--- config.mk ---
export PLATFORM = sky130hd
export DESIGN_NAME = fp_mul_unit_flat
export DESIGN_NICKNAME = d
export VERILOG_FILES = /design/src/rtl/fp_mul_unit_if.sv /design/src/rtl/fp_mul_unit.sv /design/src/flat_wrapper.sv
export SDC_FILE = /design/constraint.sdc
export NUM_CORES = 1
export LEC_CHECK = 0
export CAP_MARGIN = 5
export CORE_UTILIZATION = 45
export CTS_CLUSTER_SIZE = 10
export DETAILED_ROUTE_END_ITERATION = 10
export SLEW_MARGIN = 30
export SYNTH_ARGS = -nofsm -noshare
export SYNTH_HDL_FRONTEND = slang
export SYNTH_SLANG_ARGS = --single-unit
--- constraint.sdc ---
create_clock -name clk -period 11.6 [get_ports clk]
set_clock_uncertainty 0.2 [all_clocks]
set_input_delay 2.32 -clock clk [delete_from_list [all_inputs] [get_ports clk]]
set_output_delay 2.32 -clock clk [all_outputs]
set_load 0.1 [all_outputs]
--- src/rtl/fp_mul_unit_if.sv ---
// Operand/result bundle between the FP register file ports and the multiplier.
interface fp_mul_if;
    logic        start;
    logic [31:0] op_a;
    logic [31:0] op_b;
    logic        busy;
    logic        done;
    logic [31:0] result;
    logic        overflow;
    logic        underflow;
    logic        invalid;

    modport master (
        output start, op_a, op_b,
        input  busy, done, result, overflow, underflow, invalid
    );

    modport slave (
        input  start, op_a, op_b,
        output busy, done, result, overflow, underflow, invalid
    );
endinterface

--- src/rtl/fp_mul_unit.sv ---
// Iterative IEEE-754 single multiply, shift-add mantissa, truncating, flush-to-zero.
// Latency: done pulses 24/BITS_PER_CYCLE+2 cycles after the start-accept edge, fixed.
// Backpressure: none; start is ignored while busy, result held until the next done.
module fp_mul_unit #(
    parameter int BITS_PER_CYCLE = 1
) (
    input  logic clk,
    input  logic reset,
    fp_mul_if.slave bus
);
    localparam int MUL_CYCLES = 24 / BITS_PER_CYCLE;
    localparam int CNT_W      = 5;

    typedef enum logic [1:0] {IDLE, MUL, NORM, DONE} state_t;

    state_t             state_q, state_d;
    logic [31:0]        a_q, b_q;
    logic [47:0]        mcand_q, acc_q, partial;
    logic [23:0]        mplier_q;
    logic [CNT_W-1:0]   cnt_q;
    logic signed [9:0]  exp_q, exp_n;
    logic [22:0]        mant_n;
    logic [31:0]        result_q, result_d;
    logic               ovf_q, unf_q, inv_q, ovf_d, unf_d, inv_d;
    logic               sign;
    logic               a_nan, b_nan, a_inf, b_inf, a_zero, b_zero;

    // Partial product for the multiplier bits retired this cycle.
    always_comb begin
        partial = '0;
        for (int i = 0; i < BITS_PER_CYCLE; i++) begin
            if (mplier_q[i]) partial = partial + (mcand_q << i);
        end
    end

    always_comb begin
        state_d = state_q;
        case (state_q)
            IDLE: if (bus.start) state_d = MUL;
            MUL:  if (cnt_q == CNT_W'(MUL_CYCLES)) state_d = NORM;
            NORM: state_d = DONE;
            DONE: state_d = IDLE;
            default: state_d = IDLE;
        endcase
    end

    assign sign   = a_q[31] ^ b_q[31];
    assign a_nan  = (&a_q[30:23]) & (|a_q[22:0]);
    assign b_nan  = (&b_q[30:23]) & (|b_q[22:0]);
    assign a_inf  = (&a_q[30:23]) & ~(|a_q[22:0]);
    assign b_inf  = (&b_q[30:23]) & ~(|b_q[22:0]);
    assign a_zero = ~(|a_q[30:23]);
    assign b_zero = ~(|b_q[30:23]);

    assign exp_n  = acc_q[47] ? exp_q + 10'sd1 : exp_q;
    assign mant_n = acc_q[47] ? acc_q[46:24] : acc_q[45:23];

    always_comb begin
        result_d = {sign, exp_n[7:0], mant_n};
        ovf_d    = 1'b0;
        unf_d    = 1'b0;
        inv_d    = 1'b0;
        if (a_nan || b_nan || (a_inf && b_zero) || (b_inf && a_zero)) begin
            result_d = 32'h7FC0_0000;
            inv_d    = 1'b1;
        end else if (a_inf || b_inf) begin
            result_d = {sign, 8'hFF, 23'd0};
        end else if (a_zero || b_zero) begin
            result_d = {sign, 31'd0};
        end else if (exp_n >= 10'sd255) begin
            result_d = {sign, 8'hFF, 23'd0};
            ovf_d    = 1'b1;
        end else if (exp_n <= 10'sd0) begin
            result_d = {sign, 31'd0};
            unf_d    = 1'b1;
        end
    end

    always_ff @(posedge clk or posedge reset) begin
        if (reset) begin
            state_q  <= IDLE;
            a_q      <= '0;
            b_q      <= '0;
            mcand_q  <= '0;
            mplier_q <= '0;
            acc_q    <= '0;
            cnt_q    <= '0;
            exp_q    <= '0;
            result_q <= '0;
            ovf_q    <= 1'b0;
            unf_q    <= 1'b0;
            inv_q    <= 1'b0;
        end else begin
            state_q <= state_d;
            case (state_q)
                IDLE: if (bus.start) begin
                    a_q   <= bus.op_a;
                    b_q   <= bus.op_b;
                    cnt_q <= '0;
                    ovf_q <= 1'b0;
                    unf_q <= 1'b0;
                    inv_q <= 1'b0;
                end
                MUL: begin
                    cnt_q <= cnt_q + CNT_W'(1);
                    // First MUL cycle unpacks the latched operands; the rest accumulate.
                    if (cnt_q == '0) begin
                        mcand_q  <= {25'd1, a_q[22:0]};
                        mplier_q <= {1'b1, b_q[22:0]};
                        acc_q    <= '0;
                        exp_q    <= $signed({2'b00, a_q[30:23]} + {2'b00, b_q[30:23]} - 10'd127);
                    end else begin
                        acc_q    <= acc_q + partial;
                        mcand_q  <= mcand_q << BITS_PER_CYCLE;
                        mplier_q <= mplier_q >> BITS_PER_CYCLE;
                    end
                end
                NORM: begin
                    result_q <= result_d;
                    ovf_q    <= ovf_d;
                    unf_q    <= unf_d;
                    inv_q    <= inv_d;
                end
                default: ;
            endcase
        end
    end

    assign bus.busy      = (state_q == MUL) || (state_q == NORM);
    assign bus.done      = (state_q == DONE);
    assign bus.result    = result_q;
    assign bus.overflow  = ovf_q;
    assign bus.underflow = unf_q;
    assign bus.invalid   = inv_q;
endmodule

--- src/flat_wrapper.sv ---
// flat-port wrapper written by rule: the top's interface ports become plain ports
module fp_mul_unit_flat 
#(
    parameter int BITS_PER_CYCLE = 1
)
  (clk, reset, bus_start, bus_op_a, bus_op_b, bus_busy, bus_done, bus_result, bus_overflow, bus_underflow, bus_invalid);
  fp_mul_if bus_i ();
  input  logic clk;
  input  logic reset;
  input wire logic [$bits(bus_i.start)-1:0] bus_start;
  input wire logic [$bits(bus_i.op_a)-1:0] bus_op_a;
  input wire logic [$bits(bus_i.op_b)-1:0] bus_op_b;
  output wire logic [$bits(bus_i.busy)-1:0] bus_busy;
  output wire logic [$bits(bus_i.done)-1:0] bus_done;
  output wire logic [$bits(bus_i.result)-1:0] bus_result;
  output wire logic [$bits(bus_i.overflow)-1:0] bus_overflow;
  output wire logic [$bits(bus_i.underflow)-1:0] bus_underflow;
  output wire logic [$bits(bus_i.invalid)-1:0] bus_invalid;
  assign bus_i.start = bus_start;
  assign bus_i.op_a = bus_op_a;
  assign bus_i.op_b = bus_op_b;
  assign bus_busy = bus_i.busy;
  assign bus_done = bus_i.done;
  assign bus_result = bus_i.result;
  assign bus_overflow = bus_i.overflow;
  assign bus_underflow = bus_i.underflow;
  assign bus_invalid = bus_i.invalid;
  fp_mul_unit #(.BITS_PER_CYCLE(BITS_PER_CYCLE)) u_core (.clk(clk), .reset(reset), .bus(bus_i));
endmodule
After elaboration in Yosys (flattened, before gate mapping):

Cells that the tools add are included.

* bitwise logic cells: 9
* equal/unequal tests: 6
* reductions and logical operators: 23
* mux-type cells: 30
* add/sub/neg operators: 5
* magnitude comparators: 2

Operators with widths (count)
* 48-bit two-way mux: 3
* 31-bit two-way mux: 4
* 48-bit adder: 1
* 23-bit OR reduction: 2
* 32-bit two-way mux: 1
* 24-bit two-way mux: 1
* 23-bit two-way mux: 1
* 8-bit AND reduction: 2
* 8-bit OR reduction: 2
* 1-bit two-way mux: 11
* 10-bit by 2-bit adder with 10-bit output (second input constant): 1
* 10-bit by 9-bit greater-or-equal comparator with 1-bit output (second input constant): 1
* 10-bit by 1-bit less-or-equal comparator with 1-bit output (second input constant): 1
* 10-bit two-way mux: 1
* 5-bit one-hot mux with 2 select lines: 1
* 2-bit AND reduction: 5
* 10-bit by 7-bit subtractor with 10-bit output (second input constant): 1
* 8-bit by 8-bit adder with 9-bit output: 1
* 2-bit one-hot mux with 4 select lines: 1
* 1-bit logical OR: 6
* 1-bit one-hot mux with 2 select lines: 3
* 5-bit by 1-bit adder with 5-bit output (second input constant): 1
* 5-bit equality test (second input constant): 1
* 5-bit logical NOT: 1
* other kinds (12): 22

* register bits after elaboration: 236
* bits of input ports: 67
* output and inout port bits: 37
* logic and storage cells: 87

Depth between registers and ports, before layout:

* depth after elaboration: 9
* gate-level depth with buffers: 14

Least setup slack after synthesis:

No wires, ideal clock.

* kind: register to output
* from: register u_core.state_q[0]
* to: output bus_busy
* stages on the path, launching flop included: 3
* setup slack: 7.797 ns
* arrival time: 1.283 ns
* cell sequence: dfrtp_1 inv_1 ha_1

* cells in the longest elaborated chain, start to end: 2
* elaborated cells between the ends (all ways): 3
* those cells by class: 2 x eq/ne; 1 x reduce/logical

RTL lines
* start: declaration: line fp_mul_unit.sv:16 `state_t state_q, state_d;`
* start signal: assignment: line fp_mul_unit.sv:94 `state_q <= state_d;`
* 2-bit by 1-bit equality test with 1-bit output / 2-bit equality test (equally long branches): line fp_mul_unit.sv:129 `assign bus.busy = (state_q == MUL) || (state_q == NORM);`
* 1-bit logical OR *: line fp_mul_unit.sv:129
* end: declaration: line flat_wrapper.sv:13 `output wire logic [$bits(bus_i.busy)-1:0] bus_busy;`

Every way passes the cells marked *; elsewhere a longest branch is shown, timed or not.

Worst setup path after layout:

Same ends and word-level chain as after synthesis.

==> flow_metrics.env <==
export IMPL_drive_above_1_share_pct=9.78
export IMPL_grt_pass1_wl_um=49300
export IMPL_slowest_stage="clkdlybuf4s50_1"
export IMPL_synthDistinctLibCells=71
export IMPL_clkPwrFrac_pct=21.4
export IMPL_peakVddDrop_v=0.000131
export IMPL_area_growth_pct=16.8
export IMPL_diodes=0
export IMPL_drt_first_pass_iters=5
export IMPL_finalHoldViolations=0
export IMPL_tns_ns=0
export IMPL_die_w_um=172
export IMPL_cts_resized=0
export IMPL_boundaryPins=104
export IMPL_cts_num_sinks=236
export IMPL_synth_nets=1424
export IMPL_grt_pass1_vias=9570
export IMPL_gr_total_overflow=0
export IMPL_powerDensity_nw_per_um2=251
export IMPL_synth_main_ff_cell="dfrtp_1"
export IMPL_end_kind="output port"
export IMPL_ctsHoldBuffers=0
export IMPL_seq_power_share_pct=35.0
export IMPL_finalSetupViolCount=0
export IMPL_gp_congestion=0.847
export IMPL_ys_warn_count=0
export IMPL_power_leakage_uw=0.00673
export IMPL_met2_usage_pct=32.7
export IMPL_yosysSeqAreaShare_pct=45.4
export IMPL_async_flop_share_pct=100
export IMPL_root_buffer="clkbuf_16"
export IMPL_fp_row_count=61
export IMPL_ys_ff_latch=236
export IMPL_status="finished clean"
export IMPL_use_met3_pct=2.40
export IMPL_syn_area_per_cell_um2=10.1
export IMPL_fp_dieH_um=172
export IMPL_dieArea_um2=29600
export IMPL_internal_power_uw=2220
export IMPL_cts_tree="built"
export IMPL_critical_path_class="reg2out"
export IMPL_dpl_cell_count=1714
export IMPL_period_share_pct=42.9
export IMPL_worstPathCellList="inv_1 > ha_1 > clkdlybuf4s50_1"
export IMPL_worstPathMaxFanout=4
export IMPL_holdWs_ns=0.299
export IMPL_clock_latency_ns=0.56
export IMPL_cts_path_max_buffers=3
export IMPL_synthCells=1292
export IMPL_clk_pin_slew_ns=0.06
export IMPL_power_frac_comb_pct=43.7
export IMPL_drv_slew=0
export IMPL_drc_errors=0
export IMPL_mappedNetlistArea_um2=13000
export IMPL_cp_start_kind="flop"
export IMPL_grt_busiest_layer="met2"
export IMPL_io_buffers=103
export IMPL_total_power_uw=3820
export IMPL_core_um2=28100
export IMPL_fin_util_pct=54.1
export IMPL_min_path_type="reg2reg"
export IMPL_wirelength_um=29100
export IMPL_synth_edf_count=0
export IMPL_worstPathArrival_ns=2.46
export IMPL_rrSetupSlack_ns=7.21
export IMPL_grt_max_degree=90
export IMPL_dr_first_iter_drc_count=527
export IMPL_cts_setup_buffers=0
export IMPL_fin_cells=1759
export IMPL_nets=1499
export IMPL_critPathMaxStageDelay_ns=1.13
export IMPL_htree_num_levels=1
export IMPL_slew_headroom_pct=34.4
export IMPL_period_needed_ns=4.98
export IMPL_critical_path_required_ns=9.08
export IMPL_rsz0062_at_grt="no"
export IMPL_max_freq_mhz=201
export IMPL_wl_per_cell_um=16.5
export IMPL_antenna_found_initial=0
export IMPL_p_switching_uw=1600
export IMPL_num_vias=9813
export IMPL_met1_usage_pct=29.6
export IMPL_cts_buffers=29
export IMPL_worstMarginPinSlew_ns=0.981
export IMPL_postRouteAntennaNets=0
export IMPL_drt_vias_per_instance=5.58
export IMPL_grt_total_usage_pct=20.4
export IMPL_drv_cap=0
export IMPL_hpwl_um=19800
export IMPL_p_sw_share_pct=41.9
export IMPL_start_util_pct=46.4
==> state kept, by name (all words and copies together) (netlist names) <==
name                  cells
u_core.acc_q             48
u_core.mcand_q           48
u_core.a_q               32
u_core.b_q               32
u_core.bus.result        32
u_core.mplier_q          24
u_core.exp_q             10
u_core.cnt_q              5
u_core.state_q            2
u_core.bus.invalid        1
u_core.bus.overflow       1
u_core.bus.underflow      1
==> power by group through the flow <==
stage,Clock [uW],Sequential (uW),Combinational [uW]
2_1_floorplan,0,1470,1140
3_3_place_gp,0,1340,1650
3_5_place_dp,0,1350,1680
4_1_cts,836,1340,1680
5_1_grt,866,1380,1840
6_report,815,1330,1670
==> cell usage after synthesis, types with 11 or more instances <==
cell type  instances  area, um2
a22o_1            58        508
and2_1            32        200
o21ai_0           67        335
inv_1             86        323
and3_1            12       75.1
nand4_1           17        106
o22ai_1           26        163
nand2b_1          12       75.1
mux2i_1           22        220
xor2_1            22        193
ha_1              63        788
nand3_1           19       95.1
dfrtp_1          236       5910
mux2_2            65        732
a21o_1            25        188
a21oi_1           55        275
nor2_1            76        285
o221ai_1          23        201
clkbuf_1          57        214
nor4_1            18        113
a211oi_1          14        105
or3_1             11       68.8
nand2_1           88        330
a22oi_1           25        188
xnor2_1           34        298
==> metrics by stage <==
stage,area [um2],setup slack (ns)
2_1_floorplan,13000,2.61
3_3_place_gp,14400,6.90
3_5_place_dp,14400,6.87
4_1_cts,15200,6.59
5_1_grt,15200,6.54
6_report,15200,6.62
==> layout make-up <==
| cell class | count | area [um2] |
|---|---|---|
| Tap cell | 378 | 473 |
| Sequential cell | 236 | 5910 |
| Multi-Input combinational cell | 900 | 6540 |
| Inverter | 86 | 330 |
| Clock inverter | 5 | 65.1 |
| Clock buffer | 40 | 767 |
| Fill cell | 2573 | 12900 |
| Timing Repair Buffer | 114 | 1120 |
==> final timing paths <==
path,start,endpoint,depth (start not counted)
max in group asynchronous,reset,u_core.mplier_q[15],3
worst min-delay path,u_core.bus.invalid,u_core.bus.invalid,1
worst min register to register,u_core.bus.invalid,u_core.bus.invalid,1
worst max-delay path,u_core.state_q[0],bus_busy,3
worst max register to register,u_core.mplier_q[0],u_core.acc_q[42],13
min in group asynchronous,reset,u_core.b_q[13],2
==> placed cells by master (no fill, tap or decap), drive strengths merged, types with 26 or more instances in the layout <==
cell,n
dfrtp,236
clkdlybuf4s50,102
and2,32
ha,63
nor2,76
o21ai,73
a21oi,60
nand2,88
inv,87
clkbuf,40
a22o,58
o22ai,26
xnor2,34
mux2,65
==> layer usage <==
| metal | vias to the layer above | part of all wire (%) |
|---|---|---|
| li1 | 4865 | - |
| met1 | 4725 | 49 |
| met2 | 185 | 46 |
| met3 | 38 | 3.4 |
| met4 | 0 | 2.0 |
| met5 | - | 0 |
==> worst max-delay path: cells and delay by family (launching register included) <==
family	cells	cell delay, ns
buf+inv	2	1.21
flops	1	0.40
fa+ha+maj	1	0.30
==> kinds of logic after synthesis <==
logic type	Yosys count	synth area share (%)
XOR/XNOR	56	3.77
flip-flops	236	45.4
adder cells (fa/ha/maj)	65	6.36
buffers and inverters	156	4.54
AO/OA/AOI/OAI	375	20.6
AND/OR/NAND/NOR	317	12.0
multiplexers	87	7.31
No activity file was read; power rests on OpenSTA's default activity.
